===== config.mk =====
export PLATFORM = sky130hd
export DESIGN_NAME = vdc_video_tx
export DESIGN_NICKNAME = d
export VERILOG_FILES = /design/src/rtl/vdc_pkg.sv /design/src/rtl/vdc_pix_fifo.sv /design/src/rtl/vdc_video_tx.sv
export SDC_FILE = /design/constraint.sdc
export NUM_CORES = 1
export LEC_CHECK = 0
export BUFFER_PORTS_ARGS = -buffer_cell sky130_fd_sc_hd__clkbuf_2
export CORE_UTILIZATION = 45
export CTS_CLUSTER_DIAMETER = 80
export DETAILED_ROUTE_END_ITERATION = 6
export GPL_TIMING_DRIVEN = 1
export HOLD_SLACK_MARGIN = 0.02
export PLACE_DENSITY = 0.65
export SLEW_MARGIN = 20
export SYNTH_ARGS = -nofsm -noshare
export SYNTH_HDL_FRONTEND = slang
export SYNTH_SLANG_ARGS = --single-unit

===== constraint.sdc =====
create_clock -name clk -period 2.32 [get_ports clk]
set_input_delay 0.464 -clock clk [delete_from_list [all_inputs] [get_ports clk]]
set_output_delay 0.464 -clock clk [all_outputs]
set_load 0.1 [all_outputs]

===== src/rtl/vdc_pkg.sv =====
// Shared timing defaults and pixel word layout for the VDC video transmitter.
package vdc_pkg;

  localparam int unsigned H_TOTAL_DEF      = 342;
  localparam int unsigned H_ACTIVE_DEF     = 256;
  localparam int unsigned H_SYNC_START_DEF = 280;
  localparam int unsigned H_SYNC_LEN_DEF   = 32;
  localparam int unsigned V_TOTAL_DEF      = 262;
  localparam int unsigned V_ACTIVE_DEF     = 240;
  localparam int unsigned V_SYNC_START_DEF = 246;
  localparam int unsigned V_SYNC_LEN_DEF   = 3;

  localparam int unsigned FIFO_DEPTH = 4;

  // Pixel word: bit 8 selects sprite/background, [7:0] is the palette index.
  typedef struct packed {
    logic       sel;
    logic [7:0] index;
  } pixel_t;

  localparam pixel_t BLANK_PIX = '0;

endpackage


===== src/rtl/vdc_pix_fifo.sv =====
// Four-entry pixel FIFO between the upstream pixel source and the dot output.
module vdc_pix_fifo
  import vdc_pkg::*;
(
  input  logic       clk,
  input  logic       reset,
  input  logic       push,
  input  logic       pop,
  input  logic [8:0] din,
  output logic [8:0] dout,
  output logic       full,
  output logic       empty
);

  pixel_t     mem [FIFO_DEPTH];
  logic [1:0] wr_ptr;
  logic [1:0] rd_ptr;
  logic [2:0] count;
  logic       do_push;
  logic       do_pop;

  assign full    = (count == 3'(FIFO_DEPTH));
  assign empty   = (count == 3'd0);
  // A full FIFO refuses the write even when a pop frees a slot this cycle.
  assign do_push = push && !full;
  assign do_pop  = pop && !empty;
  assign dout    = mem[rd_ptr];

  // Pointer and occupancy bookkeeping; reset discards all queued words.
  always_ff @(posedge clk or posedge reset) begin
    if (reset) begin
      wr_ptr <= '0;
      rd_ptr <= '0;
      count  <= '0;
    end else begin
      if (do_push) wr_ptr <= wr_ptr + 2'd1;
      if (do_pop)  rd_ptr <= rd_ptr + 2'd1;
      case ({do_push, do_pop})
        2'b10:   count <= count + 3'd1;
        2'b01:   count <= count - 3'd1;
        default: count <= count;
      endcase
    end
  end

  // Storage write; contents need no reset since the pointers gate visibility.
  always_ff @(posedge clk) begin
    if (do_push) mem[wr_ptr] <= pixel_t'(din);
  end

endmodule


===== src/rtl/vdc_video_tx.sv =====
// Dot/line timing generator that drains the pixel FIFO onto the VCE pixel bus.
module vdc_video_tx
  import vdc_pkg::*;
#(
  parameter int unsigned H_TOTAL      = H_TOTAL_DEF,
  parameter int unsigned H_ACTIVE     = H_ACTIVE_DEF,
  parameter int unsigned H_SYNC_START = H_SYNC_START_DEF,
  parameter int unsigned H_SYNC_LEN   = H_SYNC_LEN_DEF,
  parameter int unsigned V_TOTAL      = V_TOTAL_DEF,
  parameter int unsigned V_ACTIVE     = V_ACTIVE_DEF,
  parameter int unsigned V_SYNC_START = V_SYNC_START_DEF,
  parameter int unsigned V_SYNC_LEN   = V_SYNC_LEN_DEF
)(
  input  logic       clk,
  input  logic       reset,
  input  logic       pix_ce,
  input  logic       in_valid,
  input  logic [8:0] in_data,
  output logic       in_ready,
  output logic [8:0] VD,
  output logic       HSYN,
  output logic       VSYN,
  output logic       frame_start,
  output logic       underrun,
  input  logic       underrun_clr
);

  // Counter widths cover the total and the sync end so every compare fits.
  localparam int unsigned HW = $clog2(H_TOTAL + H_SYNC_START + H_SYNC_LEN);
  localparam int unsigned VW = $clog2(V_TOTAL + V_SYNC_START + V_SYNC_LEN);

  localparam logic [HW-1:0] H_LAST = HW'(H_TOTAL - 1);
  localparam logic [HW-1:0] H_ACT  = HW'(H_ACTIVE);
  localparam logic [HW-1:0] H_SS   = HW'(H_SYNC_START);
  localparam logic [HW-1:0] H_SE   = HW'(H_SYNC_START + H_SYNC_LEN);
  localparam logic [VW-1:0] V_LAST = VW'(V_TOTAL - 1);
  localparam logic [VW-1:0] V_ACT  = VW'(V_ACTIVE);
  localparam logic [VW-1:0] V_SS   = VW'(V_SYNC_START);
  localparam logic [VW-1:0] V_SE   = VW'(V_SYNC_START + V_SYNC_LEN);

  logic [HW-1:0] hcount;
  logic [VW-1:0] vcount;
  pixel_t        head_pix;
  logic          fifo_full;
  logic          fifo_empty;
  logic          active;
  logic          pop;
  logic          push;

  assign active   = (hcount < H_ACT) && (vcount < V_ACT);
  // Pop only from a FIFO that was already non-empty; no same-cycle bypass.
  assign pop      = pix_ce && active && !fifo_empty;
  assign in_ready = !fifo_full;
  assign push     = in_valid && in_ready;

  vdc_pix_fifo u_fifo (
    .clk   (clk),
    .reset (reset),
    .push  (push),
    .pop   (pop),
    .din   (in_data),
    .dout  (head_pix),
    .full  (fifo_full),
    .empty (fifo_empty)
  );

  // Dot counters and the output register, all advanced on the dot enable.
  always_ff @(posedge clk or posedge reset) begin
    if (reset) begin
      hcount      <= '0;
      vcount      <= '0;
      VD          <= '0;
      HSYN        <= 1'b1;
      VSYN        <= 1'b1;
      frame_start <= 1'b0;
    end else begin
      frame_start <= 1'b0;
      if (pix_ce) begin
        VD          <= pop ? head_pix : BLANK_PIX;
        HSYN        <= !((hcount >= H_SS) && (hcount < H_SE));
        VSYN        <= !((vcount >= V_SS) && (vcount < V_SE));
        frame_start <= (hcount == '0) && (vcount == '0);
        if (hcount == H_LAST) begin
          hcount <= '0;
          vcount <= (vcount == V_LAST) ? '0 : vcount + VW'(1);
        end else begin
          hcount <= hcount + HW'(1);
        end
      end
    end
  end

  // Sticky underrun flag; a clear wins over a set in the same cycle.
  always_ff @(posedge clk or posedge reset) begin
    if (reset) begin
      underrun <= 1'b0;
    end else if (underrun_clr) begin
      underrun <= 1'b0;
    end else if (pix_ce && active && fifo_empty) begin
      underrun <= 1'b1;
    end
  end

endmodule


==> results of run 1 <==
## per-stage QoR
stage / power [µW] / setup TNS [ps] / setup slack, ps
after floorplan: 2270 / -38.1 / -38.1
after global placement: 2430 / -52.9 / -52.9
after detailed placement: 2450 / -113 / -113
after CTS: 3480 / -11.6 / -11.6
after global routing: 3630 / -93.9 / -93.9
final: 3440 / -4.10 / -4.10
## sequential cells by signal, indices dropped and copies added, names as in the netlist
| name | flops |
|---|---|
| VD | 9 |
| vcount | 9 |
| u_fifo.mem | 36 |
| frame_start | 1 |
| HSYN | 1 |
| VSYN | 1 |
| u_fifo.rd_ptr | 2 |
| hcount | 10 |
| underrun | 1 |
| u_fifo.count | 3 |
| u_fifo.wr_ptr | 2 |
## metal layers
metal / GRT usage / vias up / wire length, µm
met5: 0 / - / 0
met4: 0.0805 / 0 / 54
met3: 0.0341 / 4 / 208
met2: 0.266 / 37 / 2790
met1: 0.249 / 990 / 2870
li1: - / 977 / -
## power groups by stage
stage / logic, µW / clock network [µW] / registers (µW)
floorplan: 484 / 0 / 1780
CTS: 619 / 1060 / 1810
detailed placement: 615 / 0 / 1830
global placement: 604 / 0 / 1820
finish: 602 / 1040 / 1800
global route: 681 / 1110 / 1840
## final timing paths
check / end / slack, ps
setup / recovery: u_fifo.count[2] / -4
setup reg to reg: u_fifo.count[2] / -4
min in group clk: underrun / 260
hold reg to reg: VSYN / 500
max in group asynchronous: HSYN / 1750
hold / removal: hcount[5] / 210
## worst max-delay path: stages, from the launching register on
cell,delay (ps)
dfrtp_1,380
or4b_4,530
a311o_1,310
inv_2,80
ha_4,130
inv_2,40
fa_2,340
xor2_1,150
nor2_1,120
xor2_1,170
## layout by cell type, fill, tap and decap left out, types with 10 or more instances in the layout
cell      synthesis  final
buf_4             0     11
clkbuf_2          0     27
dfrtp_1          37     37
edfxtp_1         36     36
ha_1             11     10
inv_1            14     13
nand2_1          12     12
nor2_1           14     14
o21ai_0          10     10
## repair_timing
action,in CTS,in global routing
setup endpoints to repair,1,1
gates cloned,0,0
setup buffers,0,0
resized for setup,0,1
## cells by family (layout without fill, tap and decap cells)
family | Yosys count | count (layout)
simple gates | 67 | 67
xor+xnor | 15 | 15
compound gates | 34 | 34
buf+inv | 23 | 70
flops | 75 | 75
mux | 13 | 13
fa+ha+maj | 12 | 12
## final cells by class
class                           instances  area [µm²]
Inverter                               16        60.1
Fill cell                             614        3070
Multi-Input combinational cell        141        1170
Clock buffer                            9         124
Timing Repair Buffer                   38         218
Tap cell                               96         120
Clock inverter                          7        83.8
Sequential cell                        75        2060
==> flow_summary.json, run 1 <==
{
  "clk_latency_ps": 350,
  "grt_pass1_vias": 1947,
  "p_int_uw": 2400,
  "critPathKind": "reg2reg",
  "die-area_um2": 7650,
  "clk_pin_slew_worst_paths_ps": 80,
  "drive_above_1_share": 0.259,
  "max_cap_violations": 0,
  "relSlewSlack": 0.566,
  "synth_most_common_cell": "dfrtp_1",
  "chipWidth_um": 87.5,
  "antenna_cells": 0,
  "clock_skew_ps": 9.84,
  "synthCells": 239,
  "yosysTopAreaCellShare": 0.329,
  "place_congestion": 0.793,
  "first_iter_violations": 73,
  "synthArstFlopShare": 0.520,
  "top_level_ports": 28,
  "critPathLaunch": "vcount[8]",
  "start_util": 0.476,
  "syn_area_um2": 3290,
  "vias_per_cell": 5.26,
  "fin_ws_ps": -4.10,
  "placed_cells": 366,
  "tightest_slew_ps": 646,
  "ys_top_cells_by_count": "37 x dfrtp_1, 36 x edfxtp_1, 14 x inv_1, 14 x nor2_1, 12 x nand2_1",
  "numCtsBuffers": 9,
  "fin_crit_sh": 1.00,
  "outcome": "complete, but fails checks",
  "htreeDepth": 3,
  "synth_xor_xnor_area_share": 0.0400,
  "nNetsFinal": 307,
  "drt_wl_total_mm": 5.93,
  "ys_seq_area_frac": 0.627,
  "wl_per_cell_um": 15.5,
  "fin_area_um2": 3830,
  "power.density_nw_per_um2": 898,
  "yosysTopAreaCell": "edfxtp_1",
  "post-dp-hpwl_mm": 4.04,
  "ctsHoldBuffers": 0,
  "p_leak_uw": 0.00162,
  "first_pass_iters": 4,
  "cp.required_ps": 2590,
  "startpoint_type": "flop",
  "p_sw_uw": 1050,
  "rsz0062_at_grt": "yes",
  "synth_cell_type_count": 41,
  "synthTopCellsByArea": "edfxtp_1 33%, dfrtp_1 28%, mux4_2 6.2%",
  "seqPwrFrac": 0.524,
  "r2r_cells": 9,
  "syn_nets": 265,
  "synth_compound_area_frac": 0.0708,
  "fmax_mhz": 430,
  "sw_frac_of_total": 0.304,
  "finalHoldViolations": 0,
  "yosys.area_share.simple": 0.113,
  "rr_startpoint": "vcount[8]",
  "crit_arrival_ps": 2590,
  "layout_min_cycle_time_ps": 2320,
  "grt_max_degree": 40,
  "pwr-share-clk": 0.301,
  "hold_ws_ps": 205,
  "die_y_um": 87.5,
  "antenna_found_initial": 0,
  "cp_max_fo": 2,
  "placed_area_um2": 3620,
  "vias": 2008,
  "cts_tree": "built",
  "grt_usage": 0.177,
  "syn_to_final_growth_pct": 16.6,
  "ys.flop_type": "dfrtp_1",
  "cts.sinks": 75,
  "violations": "negative setup slack",
  "instances_no_fill": 382,
  "slew_violations": 0,
  "worstHoldPathType": "in2async",
  "synth-seq-cells": 75,
  "port-buffer-count": 27,
  "cts_buffer_depth": 2,
  "grt_first_pass_wirelength_mm": 9.80,
  "synthMuxAreaShare": 0.0746,
  "ant_nets": 0,
  "cts-root-buf": "clkbuf_8",
  "synth-edff-count": 36,
  "rows": 30,
  "synth_top_family_by_area": "simple AND/OR/NAND/NOR gates",
  "power_frac_comb": 0.175,
  "critPathCaptureType": "flop",
  "finish.utilization": 0.555,
  "synth_fa_ha_area_frac": 0.0480,
  "avgSynthCellArea_um2": 13.8,
  "setup_violations": 1,
  "vdd_ir_drop_max_mv": 0.596,
  "drc": 0,
  "grt-ovfl-total": 0,
  "yosysWarnings": 0,
  "core_area_um2": 6910
}
(Power assumes the default switching activity.)
==> inputs of run 2 (changes only) <==
--- a/config.mk
+++ b/config.mk
@@ -12,6 +12,7 @@
 export GPL_TIMING_DRIVEN = 1
 export HOLD_SLACK_MARGIN = 0.02
 export PLACE_DENSITY = 0.65
+export RECOVER_POWER = 25
 export SLEW_MARGIN = 20
 export SYNTH_ARGS = -nofsm -noshare
 export SYNTH_HDL_FRONTEND = slang
==> run 2 against run 1 <==
Compared with the run above: die area is the same; final cell count did not move; critical path type unchanged; via count did not move; combinational power hardly changed; first-iteration DRC count shrank 4.1%; clock skew about the same; largest power group unchanged; core utilization down 0.20 points; count of clock-buffer cells in the layout unchanged; the flow still finishes with violations (negative setup slack); worst setup slack improved by 3.2 ps.
==> flow_summary.json, run 2 (synthesized netlist as in run 1, its figures left out) <==
{
  "outcome": "complete, but fails checks",
  "violations": "negative setup slack",
  "post-dp-hpwl_mm": 4.04,
  "vdd_ir_drop_max_mv": 0.592,
  "path_depth": 9,
  "slew_violations": 0,
  "fin_area_um2": 3820,
  "crit_path_max_incr_delay_ps": 530,
  "core_area_um2": 6910,
  "drive_above_1_share": 0.227,
  "clk_latency_ps": 350,
  "cts-root-buf": "clkbuf_8",
  "cts.sinks": 75,
  "wl_per_cell_um": 15.5,
  "placed_area_um2": 3620,
  "cts_tree": "built",
  "slowest_stage": "or4b_4",
  "start_util": 0.476,
  "tightest_slew_ps": 995,
  "layout_min_cycle_time_ps": 2320,
  "critPathCaptureType": "flop",
  "top_level_ports": 28,
  "rrSetupSlack_ps": -0.9,
  "place_congestion": 0.793,
  "finish.utilization": 0.553,
  "ant_nets": 0,
  "first_pass_iters": 4,
  "crit_chain": "or4b_4, a311o_1, inv_2, ha_4, inv_2, fa_2, xor2_1, nor2_1, xor2_1",
  "p_leak_uw": 0.00159,
  "fin_crit_sh": 1.00,
  "grt_usage": 0.177,
  "critPathLaunch": "vcount[8]",
  "drt_wl_total_mm": 5.94,
  "first_iter_violations": 70,
  "r2r-end": "u_fifo.count[2]",
  "power_uw": 3440,
  "p_sw_uw": 1040,
  "fillCellCount": 622,
  "grt-ovfl-total": 0,
  "grt_max_degree": 40,
  "p_int_uw": 2390,
  "crit_buf_inv": 2,
  "startpoint_type": "flop",
  "ctsHoldBuffers": 0,
  "vias": 2008,
  "seqPwrFrac": 0.525,
  "antenna_cells": 0,
  "largest_reg_flops": 36,
  "final_common_cell": "dfrtp_1",
  "r2r_cells": 9,
  "crit_arrival_ps": 2590,
  "sw_frac_of_total": 0.304,
  "busiest_layer": "met2",
  "rr_startpoint": "vcount[8]",
  "syn_to_final_growth_pct": 16.2,
  "post_cts_buffers": 0,
  "critPathTopFamily": "simple AND/OR/NAND/NOR gates",
  "power_frac_comb": 0.174,
  "pwr-share-clk": 0.301,
  "setup_violations": 1,
  "hold_start": "underrun_clr",
  "mostFrequentLayoutCells": "37 x dfrtp_1, 36 x edfxtp_1, 19 x clkbuf_2, 14 x nor2_1, 13 x inv_1",
  "grt_pass1_vias": 1947,
  "multi_input_area_um2": 1170,
  "numCtsBuffers": 9,
  "vias_per_cell": 5.26,
  "cp_max_fo": 2,
  "top_register": "u_fifo.mem",
  "clk_pin_slew_worst_paths_ps": 80,
  "use_met2": 0.266,
  "antenna_found_initial": 0,
  "fmax_mhz": 431,
  "grt_first_pass_wirelength_mm": 9.80,
  "clock_skew_ps": 9.36,
  "relSlewSlack": 0.337,
  "cp.required_ps": 2590,
  "finalHoldViolations": 0,
  "hold_ws_ps": 259,
  "rows": 30,
  "drc": 0,
  "port-buffer-count": 27,
  "grt_use_met1": 0.249,
  "worstHoldPathType": "in2reg",
  "chipWidth_um": 87.5,
  "htreeDepth": 3,
  "rsz0062_at_grt": "yes",
  "die-area_um2": 7650,
  "nNetsFinal": 307,
  "seqCellArea_um2": 2060,
  "power.density_nw_per_um2": 900,
  "grt_util_met3": 0.0341,
  "critPathKind": "reg2reg",
  "max_cap_violations": 0,
  "cts_buffer_depth": 2,
  "die_y_um": 87.5,
  "endpoint": "u_fifo.count[2]",
  "largestRegisters": "u_fifo.mem x36, hcount x10",
  "fin_ws_ps": -0.913
}
run 2: changes by cell type in the layout (fill, tap and decap cells not counted):
cell | before | now
buf_4 | 11 | 10
clkbuf_1 | 0 | 9
clkbuf_2 | 27 | 19
run 2: worst min-delay path by stage:
stage                                 end  slack (ps)  cells after the start
after floorplan           u_fifo.count[0]         470                      1
after global placement               VSYN         480                      2
after detailed placement             VSYN         490                      2
after CTS                           VD[8]         220                      3
after global routing             underrun         250                      2
final                            underrun         260                      2
run 2: layer usage:
| metal | routed length, µm | up-vias |
|---|---|---|
| met3 | 201 | 6 |
| met5 | 0 | - |
| met2 | 2790 | 42 |
| met4 | 70 | 0 |
| met1 | 2880 | 985 |
| li1 | - | 975 |
run 2: what timing repair did:
action | CTS | global route
resized for setup | 0 | 1
cloned | 0 | 0
endpoints found under the setup margin | 1 | 1
hold endpoints to repair | 0 | 0
run 2: power by group through the flow:
stage               Sequential (µW)  Clock, µW  Combinational [µW]
floorplan                      1780          0                 484
global placement               1820          0                 604
detailed placement             1830          0                 615
global route                   1840       1110                 678
finish                         1800       1030                 600
CTS                            1810       1060                 619
run 2: per-stage QoR:
step | TNS (ps) | worst slack (ps) | cells
finish | -0.913 | -0.913 | 382
global route | -93.9 | -93.9 | 382
detailed placement | -113 | -113 | 366
CTS | -11.6 | -11.6 | 382
floorplan | -38.1 | -38.1 | 239
global placement | -52.9 | -52.9 | 366
run 2: layout make-up:
class,instances,share of cell area
repair buffers,38,0.0534
multi-input cells,141,0.306
clock buffers,9,0.0324
inverters,16,0.0157
well taps,96,0.0314
flip-flops and latches,75,0.539
clock inverters,7,0.0219
